--- config.mk ---
export PLATFORM = sky130hd
export DESIGN_NAME = matrix_alu_seq
export DESIGN_NICKNAME = d
export VERILOG_FILES = /design/src/rtl/matrix_alu_seq.sv
export SDC_FILE = /design/constraint.sdc
export NUM_CORES = 2
export LEC_CHECK = 0
export ABC_CLOCK_PERIOD_IN_PS = 28500
export CAP_MARGIN = 20
export CORE_ASPECT_RATIO = 2
export CORE_MARGIN = 4
export CORE_UTILIZATION = 50
export CTS_CLUSTER_SIZE = 14
export DETAILED_ROUTE_END_ITERATION = 10
export GPL_TIMING_DRIVEN = 0
export PLACE_DENSITY_LB_ADDON = 0.15
export SLEW_MARGIN = 20
export SYNTH_ARGS = -nofsm -noshare
export SYNTH_HDL_FRONTEND = slang
export SYNTH_SLANG_ARGS = --single-unit
export TNS_END_PERCENT = 5
--- constraint.sdc ---
create_clock -name clk -period 28.5 [get_ports clk]
set_input_delay 4.275 -clock clk [delete_from_list [all_inputs] [get_ports clk]]
set_output_delay 4.275 -clock clk [all_outputs]
set_load 0.01 [all_outputs]
--- src/rtl/matrix_alu_seq.sv ---
// Sequential 5x5 signed-byte matrix ALU: latches operands on start, computes one
// element (or one multiply-accumulate step) per cycle, then holds the result until start drops.
module matrix_alu_seq (
  input  logic         clk,
  input  logic         reset,
  input  logic         start,
  input  logic [2:0]   op_code,
  input  logic [1:0]   matrix_size,
  input  logic [199:0] matrix_a,
  input  logic [199:0] matrix_b,
  input  logic [7:0]   scalar,
  output logic [199:0] result_final,
  output logic         overflow,
  output logic         process_Done
);

  typedef enum logic [1:0] {
    ST_IDLE    = 2'd0,
    ST_COMPUTE = 2'd1,
    ST_DONE    = 2'd2
  } state_e;

  localparam logic [2:0] OP_ADD = 3'd0;
  localparam logic [2:0] OP_SUB = 3'd1;
  localparam logic [2:0] OP_MUL = 3'd2;
  localparam logic [2:0] OP_SCL = 3'd3;
  localparam logic [2:0] OP_TRN = 3'd4;
  localparam logic [2:0] OP_NEG = 3'd5;

  function automatic logic [7:0] bit_base(input logic [2:0] r, input logic [2:0] c);
    logic [7:0] idx;
    idx = {5'd0, r} * 8'd5 + {5'd0, c};
    return {idx[4:0], 3'b000};
  endfunction

  function automatic logic [7:0] get_elem(input logic [199:0] m, input logic [2:0] r,
                                          input logic [2:0] c);
    return m[bit_base(r, c) +: 8];
  endfunction

  function automatic logic signed [19:0] sx8(input logic [7:0] v);
    return {{12{v[7]}}, v};
  endfunction

  function automatic logic signed [19:0] mul8(input logic [7:0] x, input logic [7:0] y);
    logic signed [15:0] p;
    p = $signed({{8{x[7]}}, x}) * $signed({{8{y[7]}}, y});
    return {{4{p[15]}}, p};
  endfunction

  function automatic logic out_of_s8(input logic signed [19:0] v);
    return (v > 20'sd127) || (v < -20'sd128);
  endfunction

  state_e               state_q, state_d;
  logic [2:0]           op_q, op_d;
  logic [2:0]           n_q, n_d;
  logic [199:0]         a_q, a_d;
  logic [199:0]         b_q, b_d;
  logic [7:0]           scalar_q, scalar_d;
  logic [2:0]           i_q, i_d;
  logic [2:0]           j_q, j_d;
  logic [2:0]           k_q, k_d;
  logic signed [19:0]   acc_q, acc_d;
  logic [199:0]         result_q, result_d;
  logic                 ovf_q, ovf_d;
  logic                 done_q, done_d;

  logic signed [19:0]   ew_full;
  logic signed [19:0]   mac_sum;
  logic                 in_range;
  logic [2:0]           last_idx;

  // Element-wise value at (i,j) and the multiply-accumulate step, both at full precision.
  always_comb begin
    ew_full  = 20'sd0;
    in_range = (i_q < n_q) && (j_q < n_q);
    last_idx = n_q - 3'd1;
    mac_sum  = ((k_q == 3'd0) ? 20'sd0 : acc_q)
               + mul8(get_elem(a_q, i_q, k_q), get_elem(b_q, k_q, j_q));
    case (op_q)
      OP_ADD:  ew_full = sx8(get_elem(a_q, i_q, j_q)) + sx8(get_elem(b_q, i_q, j_q));
      OP_SUB:  ew_full = sx8(get_elem(a_q, i_q, j_q)) - sx8(get_elem(b_q, i_q, j_q));
      OP_SCL:  ew_full = mul8(get_elem(a_q, i_q, j_q), scalar_q);
      OP_TRN:  ew_full = sx8(get_elem(a_q, j_q, i_q));
      OP_NEG:  ew_full = -sx8(get_elem(a_q, i_q, j_q));
      default: ew_full = 20'sd0;
    endcase
  end

  // Next-state, counter and result update logic.
  always_comb begin
    state_d  = state_q;
    op_d     = op_q;
    n_d      = n_q;
    a_d      = a_q;
    b_d      = b_q;
    scalar_d = scalar_q;
    i_d      = i_q;
    j_d      = j_q;
    k_d      = k_q;
    acc_d    = acc_q;
    result_d = result_q;
    ovf_d    = ovf_q;
    done_d   = done_q;
    case (state_q)
      ST_IDLE: begin
        done_d = 1'b0;
        if (start) begin
          op_d     = op_code;
          n_d      = {1'b0, matrix_size} + 3'd2;
          a_d      = matrix_a;
          b_d      = matrix_b;
          scalar_d = scalar;
          i_d      = 3'd0;
          j_d      = 3'd0;
          k_d      = 3'd0;
          acc_d    = 20'sd0;
          result_d = 200'd0;
          ovf_d    = 1'b0;
          state_d  = ST_COMPUTE;
        end else begin
          state_d = ST_IDLE;
        end
      end
      ST_COMPUTE: begin
        if (op_q == OP_MUL) begin
          // Product walk over the NxN window only; the rest keeps the launch-time zeros.
          acc_d = mac_sum;
          if (k_q == last_idx) begin
            result_d[bit_base(i_q, j_q) +: 8] = mac_sum[7:0];
            ovf_d = ovf_q | out_of_s8(mac_sum);
            k_d   = 3'd0;
            if (j_q == last_idx) begin
              j_d = 3'd0;
              if (i_q == last_idx) begin
                state_d = ST_DONE;
                done_d  = 1'b1;
              end else begin
                i_d = i_q + 3'd1;
              end
            end else begin
              j_d = j_q + 3'd1;
            end
          end else begin
            k_d = k_q + 3'd1;
          end
        end else begin
          // Element-wise ops sweep all 25 positions so latency does not depend on N.
          if (in_range) begin
            result_d[bit_base(i_q, j_q) +: 8] = ew_full[7:0];
            ovf_d = ovf_q | out_of_s8(ew_full);
          end else begin
            result_d[bit_base(i_q, j_q) +: 8] = 8'd0;
          end
          if (j_q == 3'd4) begin
            j_d = 3'd0;
            if (i_q == 3'd4) begin
              state_d = ST_DONE;
              done_d  = 1'b1;
            end else begin
              i_d = i_q + 3'd1;
            end
          end else begin
            j_d = j_q + 3'd1;
          end
        end
      end
      ST_DONE: begin
        if (!start) begin
          state_d = ST_IDLE;
          done_d  = 1'b0;
        end else begin
          state_d = ST_DONE;
          done_d  = 1'b1;
        end
      end
      default: begin
        state_d = ST_IDLE;
        done_d  = 1'b0;
      end
    endcase
  end

  // State, operand and result registers with asynchronous active-low reset.
  always_ff @(posedge clk or negedge reset) begin
    if (!reset) begin
      state_q  <= ST_IDLE;
      op_q     <= 3'd0;
      n_q      <= 3'd2;
      a_q      <= 200'd0;
      b_q      <= 200'd0;
      scalar_q <= 8'd0;
      i_q      <= 3'd0;
      j_q      <= 3'd0;
      k_q      <= 3'd0;
      acc_q    <= 20'sd0;
      result_q <= 200'd0;
      ovf_q    <= 1'b0;
      done_q   <= 1'b0;
    end else begin
      state_q  <= state_d;
      op_q     <= op_d;
      n_q      <= n_d;
      a_q      <= a_d;
      b_q      <= b_d;
      scalar_q <= scalar_d;
      i_q      <= i_d;
      j_q      <= j_d;
      k_q      <= k_d;
      acc_q    <= acc_d;
      result_q <= result_d;
      ovf_q    <= ovf_d;
      done_q   <= done_d;
    end
  end

  assign result_final = result_q;
  assign overflow     = ovf_q;
  assign process_Done = done_q;

endmodule
---- Yosys cells after proc, flatten, opt, wreduce, memory -nomap -nowiden ----
Index checks and enable logic that the tools add are counted.
word-level totals
  flip-flop bits (word level) ............. 647
  input bits .............................. 416
  output and inout bits ................... 202
  logic and storage cells ................. 135
cells by class
  add/subtract/negate cells ............... 14
  multipliers ............................. 5
  magnitude comparators ................... 6
  equality and inequality tests ........... 22
  shift operators ......................... 9
  muxes and demuxes ....................... 51
  bitwise logic cells ..................... 2
  reduce and logical (&&, ||, !) cells .... 13
operators with widths
  cell                       count
  $shiftx 200x9->8           5
  $mux 200                   4
  $bwmux 200                 3
  $pmux 200 s2               1
  $shiftx 8x10->200          2
  $shift 8x10->200 const A   1
  $shiftx 8x10->200 const A  1
  $pmux 20 s5                1
  $mux 20                    3
  $gt 20x8->1 const B        2
  $lt 20x8->1 const B        2
  $pmux 20 s2                1
  $mux 3                     13
  $mul 8x8->16               2
  $ne 3x3->1 const B         8
  $add 20x16->20             1
  $add 5x3->5                4
  $neg 8->20                 1
  $pmux 3 s2                 3
  $mul 3x3->5 const B        3
  $mux 2                     7
  $eq 3x3->1 const B         4
  $mux 1                     12
  $neg 8->10                 1
  25 further kinds           37

---- Depth between registers and ports, before layout ----
  word-level depth ........................ 11
  gate-level depth with buffers ........... 34
  gate-level depth less buffers ........... 32

---- Least setup slack after synthesis ----
OpenSTA, ideal clock, no wires.
  kind .................................... register -> register
  start ................................... register k_q[0]
  end ..................................... register ovf_q (netlist: overflow)
  arrival ................................. 9.679 ns
  setup slack ............................. 18.690 ns
  cell stages (with the launch flop) ...... 30
  buffers on the path ..................... 0
  clock period less this slack ............ 9.810 ns
  path through ............................ dfrtp_1 -> ha_1 -> ha_1 -> fa_1 -> xor2_1 -> nor4b_1 -> nand2_1 -> o21ai_0 -> mux2_2 -> nor2b_1 -> fa_1 -> fa_1 -> inv_1 -> fa_1 -> inv_1 -> fa_1 -> inv_1 -> fa_1 -> inv_1 -> ha_1 -> a21o_1 -> a311oi_1 -> a21oi_1 -> xor2_1 -> or4_1 -> nor3_1 -> nand4b_1 -> or4b_2 -> o211ai_1 -> o41ai_2
on the way
  word-level cells in the longest chain between the ends .. 11
RTL lines
  element                                     line  source
  start: declaration                          63    logic [2:0] k_q, k_d;
  start signal: assignment                    210   k_q <= k_d;
  $mul 3x3->5                                 32    idx = {5'd0, r} * 8'd5 + {5'd0, c};
  $add 5x3->5                                 32
  $shiftx 200x9->8                            38    return m[bit_base(r, c) +: 8];
  $mul 8x8->16                                47    p = $signed({{8{x[7]}}, x}) * $signed({{8{y[7]}}, y});
  $add 20x16->20                              80    + mul8(get_elem(a_q, i_q, k_q), get_elem(b_q, k_q, j_q));
  $gt 20x8->1 or $lt 20x8->1 (tied branches)  52    return (v > 20'sd127) || (v < -20'sd128);
  $logic_or 1x1->1                            52
  $or 1x1->1                                  132   ovf_d = ovf_q | out_of_s8(mac_sum);
  $mux 1                                      130   if (k_q == last_idx) begin
  $mux 1                                      127   if (op_q == OP_MUL) begin
  $pmux 1 s2                                  106   case (state_q)
  end signal: assignment                      213   ovf_q <= ovf_d;
  end: declaration                            66    logic ovf_q, ovf_d;
Parallel ways exist; a longest one is shown, timed or not. The select of a mux whose other input is x is not followed.
A chain may end at the register's enable or synchronous reset.

---- Worst setup path after layout ----
  start ................................... register i_q[1]
  end ..................................... register ovf_q (netlist: overflow)
on the way
  word-level cells in the longest chain between the ends .. 11
RTL lines
  element                                        line      source
  start: declaration                             61        logic [2:0] i_q, i_d;
  start signal: assignment                       208       i_q <= i_d;
  $mul 3x3->5                                    32
  $add 5x3->5                                    32
  $shiftx 200x9->8                               38
  $mul 8x8->16 (tied with other cells)           47
  $add 20x16->20 or $pmux 20 s5 (tied branches)  80, 81
  $gt 20x8->1 or $lt 20x8->1 (tied branches)     52
  $logic_or 1x1->1                               52
  $or 1x1->1, on equally long branches           132, 152
  $mux 1, on equally long branches               130, 150
  $mux 1                                         127
  $pmux 1 s2                                     106
Parallel ways exist; a longest one is shown, timed or not. The select of a mux whose other input is x is not followed.

==> results_dict.tcl <==
set metrics [dict create \
    die_h_um 410 \
    crit_slowest_cell "clkbuf_1" \
    synth_edf_count 0 \
    cts_sinks 647 \
    drt_iter0_drc 2878 \
    place_ws_ns 16.90 \
    hp-start "result_final[168]$_DFFE_PN0P_" \
    placed_cells 5839 \
    nNetsFinal 5556 \
    fin_crit_ns 11.75 \
    final_core_util_pct 62.3 \
    min_to "result_final[168]$_DFFE_PN0P_" \
    syn_area_per_cell_um2 9.66 \
    synthArstFlopShare_pct 100 \
    status "completed" \
    numPortBuffers 617 \
    fin_skew_ns 0.0284 \
    hold_buffers 0 \
    htreeDepth 2 \
    hold_path_class "reg2reg" \
    vias_per_cell 5.93 \
    crit_path_max_fanout 10 \
    r2r_setup_slack_ns 16.75 \
    timing.rr.start "i_q[1]$_DFFE_PN0P_" \
    maxSlewViolCount 0 \
    syn_area_mm2 0.0403 \
    r2r_end "overflow$_DFFE_PN0P_" \
    syn_nets 4869 \
    setup_ws_ns 16.75 \
    synth_area_leader_cell "dfrtp_1" \
    clk_pin_slew_ns 0.07 \
    die_w_um 209 \
    clock_path_buffers 3 \
    slowest_delay_ns 0.86 \
    grt_pass1_wl_um 237000 \
    ys_warn_count 0 \
    die_area_mm2 0.0855 \
    yosys-top-cells-count "nand2_1, dfrtp_1, inv_1" \
    synth_top_cell_area_share_pct 40.1 \
    holdWs_ns 0.485 \
    initial_core_util_pct 50.3 \
    crit_family "adder cells" \
    maxCapViolations 0 \
    hpwl_um 133000 \
    cts_tree "yes" \
    routed_wl_um 162000 \
    maxSlewHeadroom_pct 11.3 \
    crit_top_cell "fa_1" \
    endpoint_kind "register" \
    area_growth_pct 23.9 \
    rsz0062_at_grt "no" \
    via_count 35200 \
    clock.fmax_ghz 0.0851 \
    firstDrtPassIters 5 \
    instances_no_fill 5948 \
    drive_above_1_share_pct 8.05 \
    synth_most_common_cell "nand2_1" \
    cts_resized 0 \
    yosysSeqAreaShare_pct 40.2 \
    cts_root_buffer "clkbuf_16" \
    hold_violations 0 \
    worst-setup-path-type "reg2reg" \
    coreArea_mm2 0.0802 \
    critPathLaunchType "register" \
    grt-ovfl-total 0 \
    io_pins 618 \
    antenna_left 0 \
    ys_seq_elements 647 \
    finalCritPeriodShare_pct 41.2 \
    cts_buffers 59 \
    critPathBufInv 8 \
    wire_per_inst_um 27.2 \
    critical_path_arrival_ns 12.28 \
    grt_max_degree 101 \
    antenna_found_initial 12 \
    synth.distinct_cells 92 \
    gr-usage-all-layers_pct 37.3 \
    gp_congestion 1.01 \
    yosys_most_used_dff "dfrtp_1" \
    grt_pass1_vias 37000 \
    drc 0 \
    worst_pin_slew_ns 1.33 \
    cts_setup_buffers 0 \
    syn_inst 4171 \
    rows 147 \
    yosys-top-cells-area "dfrtp_1, nand2_1, mux4_2" \
    setup_violations 0 \
    clk_latency_ns 0.68 \
    whs_path_depth 2 \
    r2r_cells 30 \
    cp.required_ns 29.02 \
]
==> metal layers <==
| layer | vias to the layer above | share of wire [%] | track usage [%] |
|---|---|---|---|
| met5 | - | 0.018 | 0 |
| met1 | 17400 | 32 | 38.3 |
| li1 | 15500 | - | - |
| met2 | 1804 | 51 | 65.9 |
| met3 | 580 | 6.9 | 6.85 |
| met4 | 6 | 10 | 29.9 |
==> registers in the layout, summed over array words and instances, names as in the netlist <==
signal	cells
overflow	1
k_q	3
j_q	3
state_q	2
result_final	200
a_q	200
n_q	3
process_Done	1
scalar_q	8
op_q	3
b_q	200
i_q	3
acc_q	20
==> placed cells by master (no fill, tap or decap), types with 21 or more instances in the layout <==
cell type | synthesis | final
nand2_1 | 1440 | 1440
dfrtp_1 | 646 | 646
clkdlybuf4s50_1 | 0 | 616
inv_1 | 242 | 242
mux4_2 | 189 | 189
clkbuf_1 | 166 | 179
o21ai_0 | 170 | 170
nand3_1 | 155 | 155
fa_1 | 150 | 150
nor2_1 | 147 | 147
ha_1 | 132 | 132
a22o_1 | 89 | 89
a21oi_1 | 84 | 84
clkbuf_16 | 0 | 59
xnor2_1 | 51 | 49
mux2i_1 | 41 | 41
nor3_1 | 34 | 34
nand2b_1 | 32 | 32
clkbuf_8 | 19 | 29
mux4_1 | 27 | 27
and2_1 | 22 | 22
o31ai_1 | 22 | 22
buf_1 | 24 | 21
==> metrics by stage <==
stage | area (um2) | setup TNS, ns
after floorplan | 40300 | 0
after global placement | 47800 | -3862.56
after detailed placement | 48000 | 0
after CTS | 49900 | 0
after global routing | 49900 | 0
final | 50000 | 0
==> worst max-delay path by stage <==
stage,from,to,slack [ns],cells past startpoint
2_1_floorplan,k_q[0]$_DFFE_PN0P_,overflow$_DFFE_PN0P_,18.69,29
3_3_place_gp,reset,a_q[50]$_DFFE_PN0P_,-6.16,1
3_5_place_dp,k_q[0]$_DFFE_PN0P_,overflow$_DFFE_PN0P_,16.90,31
4_1_cts,i_q[1]$_DFFE_PN0P_,overflow$_DFFE_PN0P_,16.86,30
5_1_grt,i_q[1]$_DFFE_PN0P_,overflow$_DFFE_PN0P_,16.48,30
6_report,i_q[1]$_DFFE_PN0P_,overflow$_DFFE_PN0P_,16.75,30
==> cell type report <==
cell class | count | area [um2]
diodes | 8 | 20.0
plain buffers | 233 | 1180
well taps | 1043 | 1310
clock inverters | 17 | 218
fillers | 7031 | 30200
flip-flops and latches | 647 | 16200
repair buffers | 626 | 6400
inverters | 244 | 916
clock buffers | 83 | 1670
multi-input cells | 3047 | 22100
==> worst reg2reg max path: cells and delay by family, from the launching register on <==
kind / cells / cell delay, ns
mux: 4 / 1.54
fa+ha+maj: 7 / 3.74
compound gates: 8 / 2.17
simple gates: 3 / 0.98
flops: 1 / 0.62
buf+inv: 8 / 2.60
==> cell families (layout without fill, tap and decap cells) <==
group	Yosys count	count (layout)	synth area share [%]
simple gates	1915	1915	19.4
flops	647	647	40.2
compound gates	519	519	8.67
buf+inv	477	1203	5.19
fa+ha+maj	282	282	11.5
mux	262	262	13.5
xor+xnor	69	69	1.52
other cells	0	8	0
Power is left out: the tool's default activity adds up to more than one toggle a clock period on the data nets, which glitch-free logic cannot reach.
